===== src/rtl/log2_arb_if.sv =====
// Bundle of request/response signals between requesters and the shared log2 arbiter.
// master: requester side; slave: arbiter side.
interface log2_arb_if #(
    parameter int unsigned NREQ = 4
);
    logic [NREQ-1:0]   req_valid;
    logic [8*NREQ-1:0] req_data;
    logic [NREQ-1:0]   req_ready;
    logic [NREQ-1:0]   rsp_valid;
    logic [NREQ-1:0]   rsp_ready;
    logic [2:0]        rsp_log;
    logic              rsp_err;
    logic              busy;

    modport master (
        output req_valid, req_data, rsp_ready,
        input  req_ready, rsp_valid, rsp_log, rsp_err, busy
    );

    modport slave (
        input  req_valid, req_data, rsp_ready,
        output req_ready, rsp_valid, rsp_log, rsp_err, busy
    );
endinterface


===== src/rtl/log2_arb.sv =====
// Round-robin arbiter sharing one 8-bit log2 unit among NREQ requesters (IDLE/CALC/RESP).
// Define LOG2_ARB_ERR_EN to flag operands that are not an exact power of two on rsp_err.
module log2_arb #(
    parameter int unsigned NREQ = 4
) (
    input logic        clk,
    input logic        rst,
    log2_arb_if.slave  bus
);
    localparam int unsigned IW = $clog2(NREQ);

    localparam logic [1:0] StIdle = 2'd0;
    localparam logic [1:0] StCalc = 2'd1;
    localparam logic [1:0] StResp = 2'd2;

    logic [1:0]    state_q, state_d;
    logic [IW-1:0] ptr_q, ptr_d;
    logic [IW-1:0] gnt_q, gnt_d;
    logic [7:0]    data_q, data_d;
    logic [2:0]    log_q, log_d;

    logic [IW-1:0] win;
    logic          found;
    logic          onehot;
    logic [2:0]    pos;

    // First valid requester at or above ptr, wrapping modulo NREQ.
    always_comb begin
        int unsigned idx;
        win   = '0;
        found = 1'b0;
        idx   = 0;
        for (int unsigned i = 0; i < NREQ; i++) begin
            idx = (32'(ptr_q) + i) % NREQ;
            if (!found && bus.req_valid[idx]) begin
                found = 1'b1;
                win   = IW'(idx);
            end
        end
    end

    always_comb begin
        onehot = (data_q != 8'h00) && ((data_q & (data_q - 8'd1)) == 8'h00);
        pos    = 3'd0;
        for (int unsigned k = 0; k < 8; k++) begin
            if (data_q[k]) pos = 3'(k);
        end
    end

`ifdef LOG2_ARB_ERR_EN
    logic err_q, err_d;
`endif

    always_comb begin
        state_d = state_q;
        ptr_d   = ptr_q;
        gnt_d   = gnt_q;
        data_d  = data_q;
        log_d   = log_q;
`ifdef LOG2_ARB_ERR_EN
        err_d   = err_q;
`endif
        case (state_q)
            StIdle: begin
                if (found) begin
                    gnt_d   = win;
                    data_d  = bus.req_data[{win, 3'b000} +: 8];
                    state_d = StCalc;
                end
            end
            StCalc: begin
                log_d   = onehot ? pos : 3'd0;
`ifdef LOG2_ARB_ERR_EN
                err_d   = !onehot;
`endif
                state_d = StResp;
            end
            StResp: begin
                if (bus.rsp_ready[gnt_q]) begin
                    ptr_d   = (gnt_q == IW'(NREQ - 1)) ? '0 : gnt_q + IW'(1);
                    state_d = StIdle;
                end
            end
            default: state_d = StIdle;
        endcase
    end

    always_ff @(posedge clk or posedge rst) begin
        if (rst) begin
            state_q <= StIdle;
            ptr_q   <= '0;
            gnt_q   <= '0;
            data_q  <= '0;
            log_q   <= '0;
        end else begin
            state_q <= state_d;
            ptr_q   <= ptr_d;
            gnt_q   <= gnt_d;
            data_q  <= data_d;
            log_q   <= log_d;
        end
    end

`ifdef LOG2_ARB_ERR_EN
    always_ff @(posedge clk or posedge rst) begin
        if (rst) err_q <= 1'b0;
        else     err_q <= err_d;
    end
    assign bus.rsp_err = err_q;
`else
    assign bus.rsp_err = 1'b0;
`endif

    // req_ready is combinational from req_valid, so it must also be held off during reset.
    always_comb begin
        bus.req_ready = '0;
        bus.rsp_valid = '0;
        if (!rst && (state_q == StIdle) && found) bus.req_ready[win] = 1'b1;
        if (state_q == StResp) bus.rsp_valid[gnt_q] = 1'b1;
    end

    assign bus.rsp_log = log_q;
    assign bus.busy    = (state_q != StIdle);
endmodule


===== src/flat_wrapper.sv =====
// flat-port wrapper written by rule: the top's interface ports become plain ports
module log2_arb_flat 
#(
    parameter int unsigned NREQ = 4
)
  (clk, rst, bus_req_valid, bus_req_data, bus_rsp_ready, bus_req_ready, bus_rsp_valid, bus_rsp_log, bus_rsp_err, bus_busy);
  log2_arb_if #(.NREQ(NREQ)) bus_i ();
  input logic clk;
  input logic rst;
  input wire logic [$bits(bus_i.req_valid)-1:0] bus_req_valid;
  input wire logic [$bits(bus_i.req_data)-1:0] bus_req_data;
  input wire logic [$bits(bus_i.rsp_ready)-1:0] bus_rsp_ready;
  output wire logic [$bits(bus_i.req_ready)-1:0] bus_req_ready;
  output wire logic [$bits(bus_i.rsp_valid)-1:0] bus_rsp_valid;
  output wire logic [$bits(bus_i.rsp_log)-1:0] bus_rsp_log;
  output wire logic [$bits(bus_i.rsp_err)-1:0] bus_rsp_err;
  output wire logic [$bits(bus_i.busy)-1:0] bus_busy;
  assign bus_i.req_valid = bus_req_valid;
  assign bus_i.req_data = bus_req_data;
  assign bus_i.rsp_ready = bus_rsp_ready;
  assign bus_req_ready = bus_i.req_ready;
  assign bus_rsp_valid = bus_i.rsp_valid;
  assign bus_rsp_log = bus_i.rsp_log;
  assign bus_rsp_err = bus_i.rsp_err;
  assign bus_busy = bus_i.busy;
  log2_arb #(.NREQ(NREQ)) u_core (.clk(clk), .rst(rst), .bus(bus_i));
endmodule

===== config.mk =====
export PLATFORM = sky130hd
export DESIGN_NAME = log2_arb_flat
export DESIGN_NICKNAME = d
export VERILOG_FILES = /design/src/rtl/log2_arb_if.sv /design/src/rtl/log2_arb.sv /design/src/flat_wrapper.sv
export SDC_FILE = /design/constraint.sdc
export NUM_CORES = 1
export LEC_CHECK = 0
export ABC_AREA = 1
export CORE_ASPECT_RATIO = 1.75
export CORE_MARGIN = 10
export CORE_UTILIZATION = 41
export CTS_CLUSTER_DIAMETER = 50
export DETAILED_ROUTE_END_ITERATION = 8
export GPL_TIMING_DRIVEN = 0
export PLACE_DENSITY = 0.77
export SETUP_SLACK_MARGIN = 0.4
export SYNTH_ARGS = -nofsm -noshare
export SYNTH_HDL_FRONTEND = slang
export SYNTH_SLANG_ARGS = --single-unit
export TNS_END_PERCENT = 20

===== constraint.sdc =====
create_clock -name clk -period 1.94 [get_ports clk]
set_input_delay 0.388 -clock clk [delete_from_list [all_inputs] [get_ports clk]]
set_output_delay 0.388 -clock clk [all_outputs]
set_load 0.02 [all_outputs]

== After elaboration in Yosys (flattened, before gate mapping) ==
Cells that the tools add are included.
Storage, ports and cells
  register bits after elaboration: 17
  bits in latches: 0
  bits in writable memories: 0
  ROM bits: 0
  output and inout port bits: 13
  memories kept: 0
Operators by class
  add/subtract/negate cells: 5
  multiply operators: 0
  divide/modulo/power cells: 0
  order comparisons: 8
  eq/ne operators: 5
  shift-type cells: 1
  multiplexer cells: 36
  bitwise gates (word level): 1
  reductions and logical operators: 19
Operators by type and width (count)
  $shiftx 32x6->8: 1
  $lt 2x3->1 const B: 6
  $mux 2: 9
  $mux 3: 5
  $mux 1: 12
  $bmux 1 s2: 5
  $and 8x8->8: 1
  $logic_and 1x1->1: 8
  $logic_not 8->1: 1
  $mux 4: 2
  $reduce_bool 8->1: 1
  $sub 8x1->8 const B: 1
  $pmux 2 s3: 1
  $reduce_and 2->1: 3
  $add 2x1->2 const B: 2
  $add 2x2->2 const B: 2
  $demux 1 s2: 2
  $eq 2x2->1 const B: 2
  $ge 2x1->1 const B: 2
  $logic_not 1->1: 4
  $ne 2x1->1 const B: 2
  $eq 2x1->1 const B: 1
  $logic_not 2->1: 1
  $reduce_bool 2->1: 1

== Longest topological paths before layout ==
  depth after elaboration: 17
  mapped depth: 17

== Least setup slack after synthesis ==
OpenSTA, ideal clock, no wires.
  path kind: register to output
  from: register u_core.ptr_q[0]
  to: output port bus_req_ready[0]
  arrival time: 1.861 ns
  path slack: -0.309 ns
  cell stages (with the launch flop): 12
  cell sequence: dfrtp_1 -> buf_6 -> inv_6 -> nand2_1 -> nand3_1 -> nand2_2 -> nor2_4 -> nand3_4 -> nand3_2 -> buf_4 -> inv_1 -> nor3_1
Between the ends
  longest elaborated chain between the ends: 17
  elaborated cells between the ends (all ways): 32
  those cells by class: 3 x add/sub; 2 x order compare; 19 x mux; 8 x reduce/logical
RTL lines
  start, declared: RTL line log2_arb.sv:17  | logic [IW-1:0] ptr_q, ptr_d;
  start signal, assigned: RTL line log2_arb.sv:97  | ptr_q <= ptr_d;
  branches (longest 16 deep; another with $lt 2x3->1)
  $mux 4 *: RTL line log2_arb.sv:118  | if (!rst && (state_q == StIdle) && found) bus.req_ready[win] = 1'b1;
  end, declared: RTL line flat_wrapper.sv:13  | output wire logic [$bits(bus_i.req_ready)-1:0] bus_req_ready;
Every way passes the cells marked *. The select of a mux whose other input is x is not followed.

== Worst setup path in the final report ==
  from: register u_core.ptr_q[0]
  to: output port bus_req_ready[1]
Same word-level chain as after synthesis.

==> Implementation_results.wiki <==
{| class="wikitable"
! Metric !! Value
|-
| Outcome || finished, violations left
|-
| Failing checks || negative setup slack
|-
| Syn_area_per_cell || 5.98 um2
|-
| Sw power || 2.89 mW
|-
| Share of the synthesized area in the top cell type || 32.7%
|-
| Detail Placement HPWL || 3510 um
|-
| CP Class || flip-flop to primary output
|-
| Sinks on the clock net || 17
|-
| Data arrival, critical path || 2.06 ns
|-
| Utilization of the core after routing || 71.5%
|-
| Setup tns final || -2.50 ns
|-
| Routed length per instance || 13.3 um
|-
| Most area-consuming cells after synthesis || nand2_1 33%, dfrtp_1 27%, nand4_1 7.3%
|-
| Number of flops mapped to enable cells by yosys || 0
|-
| Row cnt || 29
|-
| Max-slew headroom at the worst pin || 47.8%
|-
| Power share of the sequential group || 13.5%
|-
| Clock input transition at the sequential cells of the worst setup and hold paths || 0.07 ns
|-
| Most frequent cells after synthesis || 135 x nand2_1, 20 x inv_1, 18 x nand4_1, 17 x dfrtp_1, 12 x nor2_1
|-
| Area of the core region || 0.00363 mm2
|-
| Achievable clock frequency || 409 MHz
|-
| Sequential standard cell area || 429 um2
|-
| Number of primary I/O pins || 55
|-
| Area of the mapped netlist || 0.00155 mm2
|-
| Hold crit path type || flip-flop to flip-flop
|-
| Worst setup slack after layout || -0.504 ns
|-
| Max IR drop VDD || 1.93 mV
|-
| Layout fillers || 307
|-
| Setup Slack @ Placement || -1.10 ns
|-
| Antenna Nets Post-Route || 0
|-
| Effective utilization at floorplan || 42.7%
|-
| Layout Area Growth over Synthesis || 67.6%
|-
| Kind of cell adding the most delay to the critical path || simple AND/OR/NAND/NOR gates
|-
| Worst clock skew on the final layout || 0.00781 ns
|-
| Commonest register cell after synthesis || dfrtp_1
|-
| Most frequent cell after synthesis || nand2_1
|-
| Clock tree buffer depth || 2
|-
| Critical path's largest stage delay || 0.37 ns
|-
| Cell-internal power || 2.46 mW
|-
| Gate count after technology mapping || 259
|-
| Worst path required time || 1.55 ns
|-
| Async S/R FF share, synth || 100%
|-
| Pleak || 1.33 nW
|-
| Clock share of power || 5.0%
|-
| Via count of the first global-routing pass || 1901
|-
| Critical Path, Cell by Cell || buf_6, inv_4, nand2_1, nand2_1, nand2_2, nand2_2, nor2_4, nand4_1, nand2_4, clkinv_8, nor3_4, buf_6
|-
| Sequential element share of the synthesized area || 27.5%
|-
| Post-synthesis net count || 305
|-
| Finished layout cell area || 0.00259 mm2
|-
| Total stage count of the critical path || 12
|-
| Kind of end point of the critical path || primary output
|-
| Clock tree from TritonCTS || built
|-
| Largest fanout on the critical path || 6
|-
| YS warnings || 0
|-
| Max H-tree Level || 1
|-
| Combined area of the multi-input logic cells || 0.00118 mm2
|-
| Congestion Overflow GR || 0
|-
| Clock period minus final worst setup slack || 2.44 ns
|-
| Final setup viols || 12
|-
| Routability cong. || 0.791
|-
| Vias post-DR || 1918
|-
| DRT Pass-1 Iters || 4
|-
| Startpoint kind of the worst setup timing path || flip-flop
|-
| Synth unique cells || 26
|-
| Number of max-slew violations in the final report || 0
|-
| Switching share of power || 54.0%
|-
| Clock root buffer || clkbuf_8
|-
| Number of DRC markers after the initial detailed-route iteration || 72
|-
| Library cell occupying the most area in the post-synthesis netlist || nand2_1
|-
| Worst hold stages || 2
|-
| Number of synthesized register bits || 17
|-
| Combinational cell fraction of total power || 81.5%
|-
| Horizontal die dimension || 66.4 um
|-
| Overall die height || 101 um
|-
| Maxcap violations || 0
|-
| Ant diodes || 0
|-
| Maximum number of pins on one net before global-route repair || 19
|-
| Vias per std cell || 5.02
|-
| Global-route total usage across every layer || 14.7%
|-
| Post-route fraction of the period consumed by the critical path || 126%
|-
| Die area || 0.00673 mm2
|-
| Hold violation count in the final report || 0
|-
| R2r worst-path depth || 17
|-
| I/O Buffers || 53
|-
| Final layout net count || 383
|-
| Clock latency reported for the late side of the worst-skew pair || 0.26 ns
|-
| Remaining design rule violation count || 0
|-
| Number of antenna violations at the first check in global routing || 0
|-
| Tightest Pin Transition || 0.783 ns
|-
| Slowest library cell on the worst path || dfrtp_1
|-
| Cell Area, Placed || 0.00225 mm2
|-
| Unrepaired setup endpoints after global routing || yes
|-
| Power density of the placed cells || 2060 mW/mm2
|-
| Number of buffer and inverter stages on the critical path || 4
|-
| Wire length of the first global-routing pass || 8170 um
|-
| Wirelength, routed || 5060 um
|-
| Worst Hold Margin || 0.483 ns
|-
| Clock buffers created by TritonCTS || 3
|-
| Layout cell share with drive strength beyond 1 || 29.8%
|}
## flip-flops by register name (all words and copies together) (netlist names)
name	flops
u_core.gnt_q	2
u_core.ptr_q	2
u_core.data_q	8
u_core.state_q	2
u_core.bus.rsp_log	3
## power by group through the flow
stage | Sequential, mW | Combinational (mW) | Clock, mW
6_report | 0.723 | 4.36 | 0.267
5_1_grt | 0.749 | 4.77 | 0.284
4_1_cts | 0.703 | 3.96 | 0.271
3_5_place_dp | 0.677 | 3.35 | 0
3_3_place_gp | 0.670 | 3.31 | 0
2_1_floorplan | 0.663 | 2.61 | 0
## tightest hold or removal path: cells and delay by family (launching register included)
| kind | cells | cell delay (ns) |
|---|---|---|
| flops | 1 | 0.34 |
| simple gates | 2 | 0.12 |
## final cells by class
type,count,share of cell area [%]
Clock inverter,1,0.193
Inverter,24,4.82
Clock buffer,3,1.59
Timing Repair inverter,1,0.241
Buffer,9,3.14
Sequential cell,17,16.5
Multi-Input combinational cell,209,45.4
Timing Repair Buffer,72,25.9
Tap cell,46,2.22
## path summary, 6_finish.rpt
check / slack, ns / to / start
worst max-delay path: -0.50 / bus_req_ready[1] / u_core.ptr_q[0]
max in group asynchronous: 0.82 / u_core.state_q[0] / rst
worst min-delay path: 0.48 / u_core.bus.rsp_log[2] / u_core.bus.rsp_log[2]
min in group asynchronous: 0.58 / u_core.data_q[6] / rst
worst min register to register: 0.48 / u_core.bus.rsp_log[2] / u_core.bus.rsp_log[2]
worst max register to register: -0.12 / u_core.data_q[4] / u_core.ptr_q[0]
## metrics by stage
stage / total power [mW] / cells
floorplan: 3.27 / 259
global placement: 3.98 / 358
detailed placement: 4.03 / 358
CTS: 4.94 / 375
global route: 5.81 / 382
finish: 5.35 / 382
## kinds of logic (layout without fill, tap and decap cells)
group / after synthesis / in the layout / synth area share, %
AO/OA/AOI/OAI: 13 / 13 / 5.09
buffers and inverters: 33 / 110 / 9.94
other: 1 / 1 / 0.242
flip-flops: 17 / 17 / 27.5
AND/OR/NAND/NOR: 191 / 191 / 54.0
adder cells (fa/ha/maj): 4 / 4 / 3.23
## routing by layer
| layer | GRT usage, % | vias to the layer above | wire, um |
|---|---|---|---|
| met5 | 0 | - | 0 |
| met4 | 6.48 | 0 | 155 |
| met3 | 3.31 | 11 | 317 |
| met2 | 26.5 | 57 | 2720 |
| met1 | 15.5 | 867 | 1870 |
| li1 | - | 983 | - |
## repair_timing
item | 4_1_cts | 5_1_grt
hold buffers | 0 | 0
gates cloned | 2 | 0
pin swaps | 21 | 10
setup endpoints to repair | 22 | 22
buffers inserted | 11 | 7
gates resized for setup | 89 | 22
## cell usage in the layout, fill, tap and decap left out, types with 2 or more instances in the layout
cell type,n
a21oi_1,3
o21ai_1,2
nand3_2,4
buf_2,3
buf_4,20
o21ai_0,4
buf_8,2
nand2_4,7
inv_4,3
clkbuf_8,3
buf_6,9
nor3_1,3
nand3_1,6
clkdlybuf4s50_1,37
nand3_4,3
ha_4,2
dfrtp_1,14
dlygate4sd2_1,7
nand2_2,15
dfrtp_2,3
nor2_2,2
nand2_1,116
inv_1,10
ha_1,2
nor2_1,9
inv_6,2
nor2_4,2
nand4_1,18
inv_2,8
nor3_4,4
No activity file was read; power rests on OpenSTA's default activity.
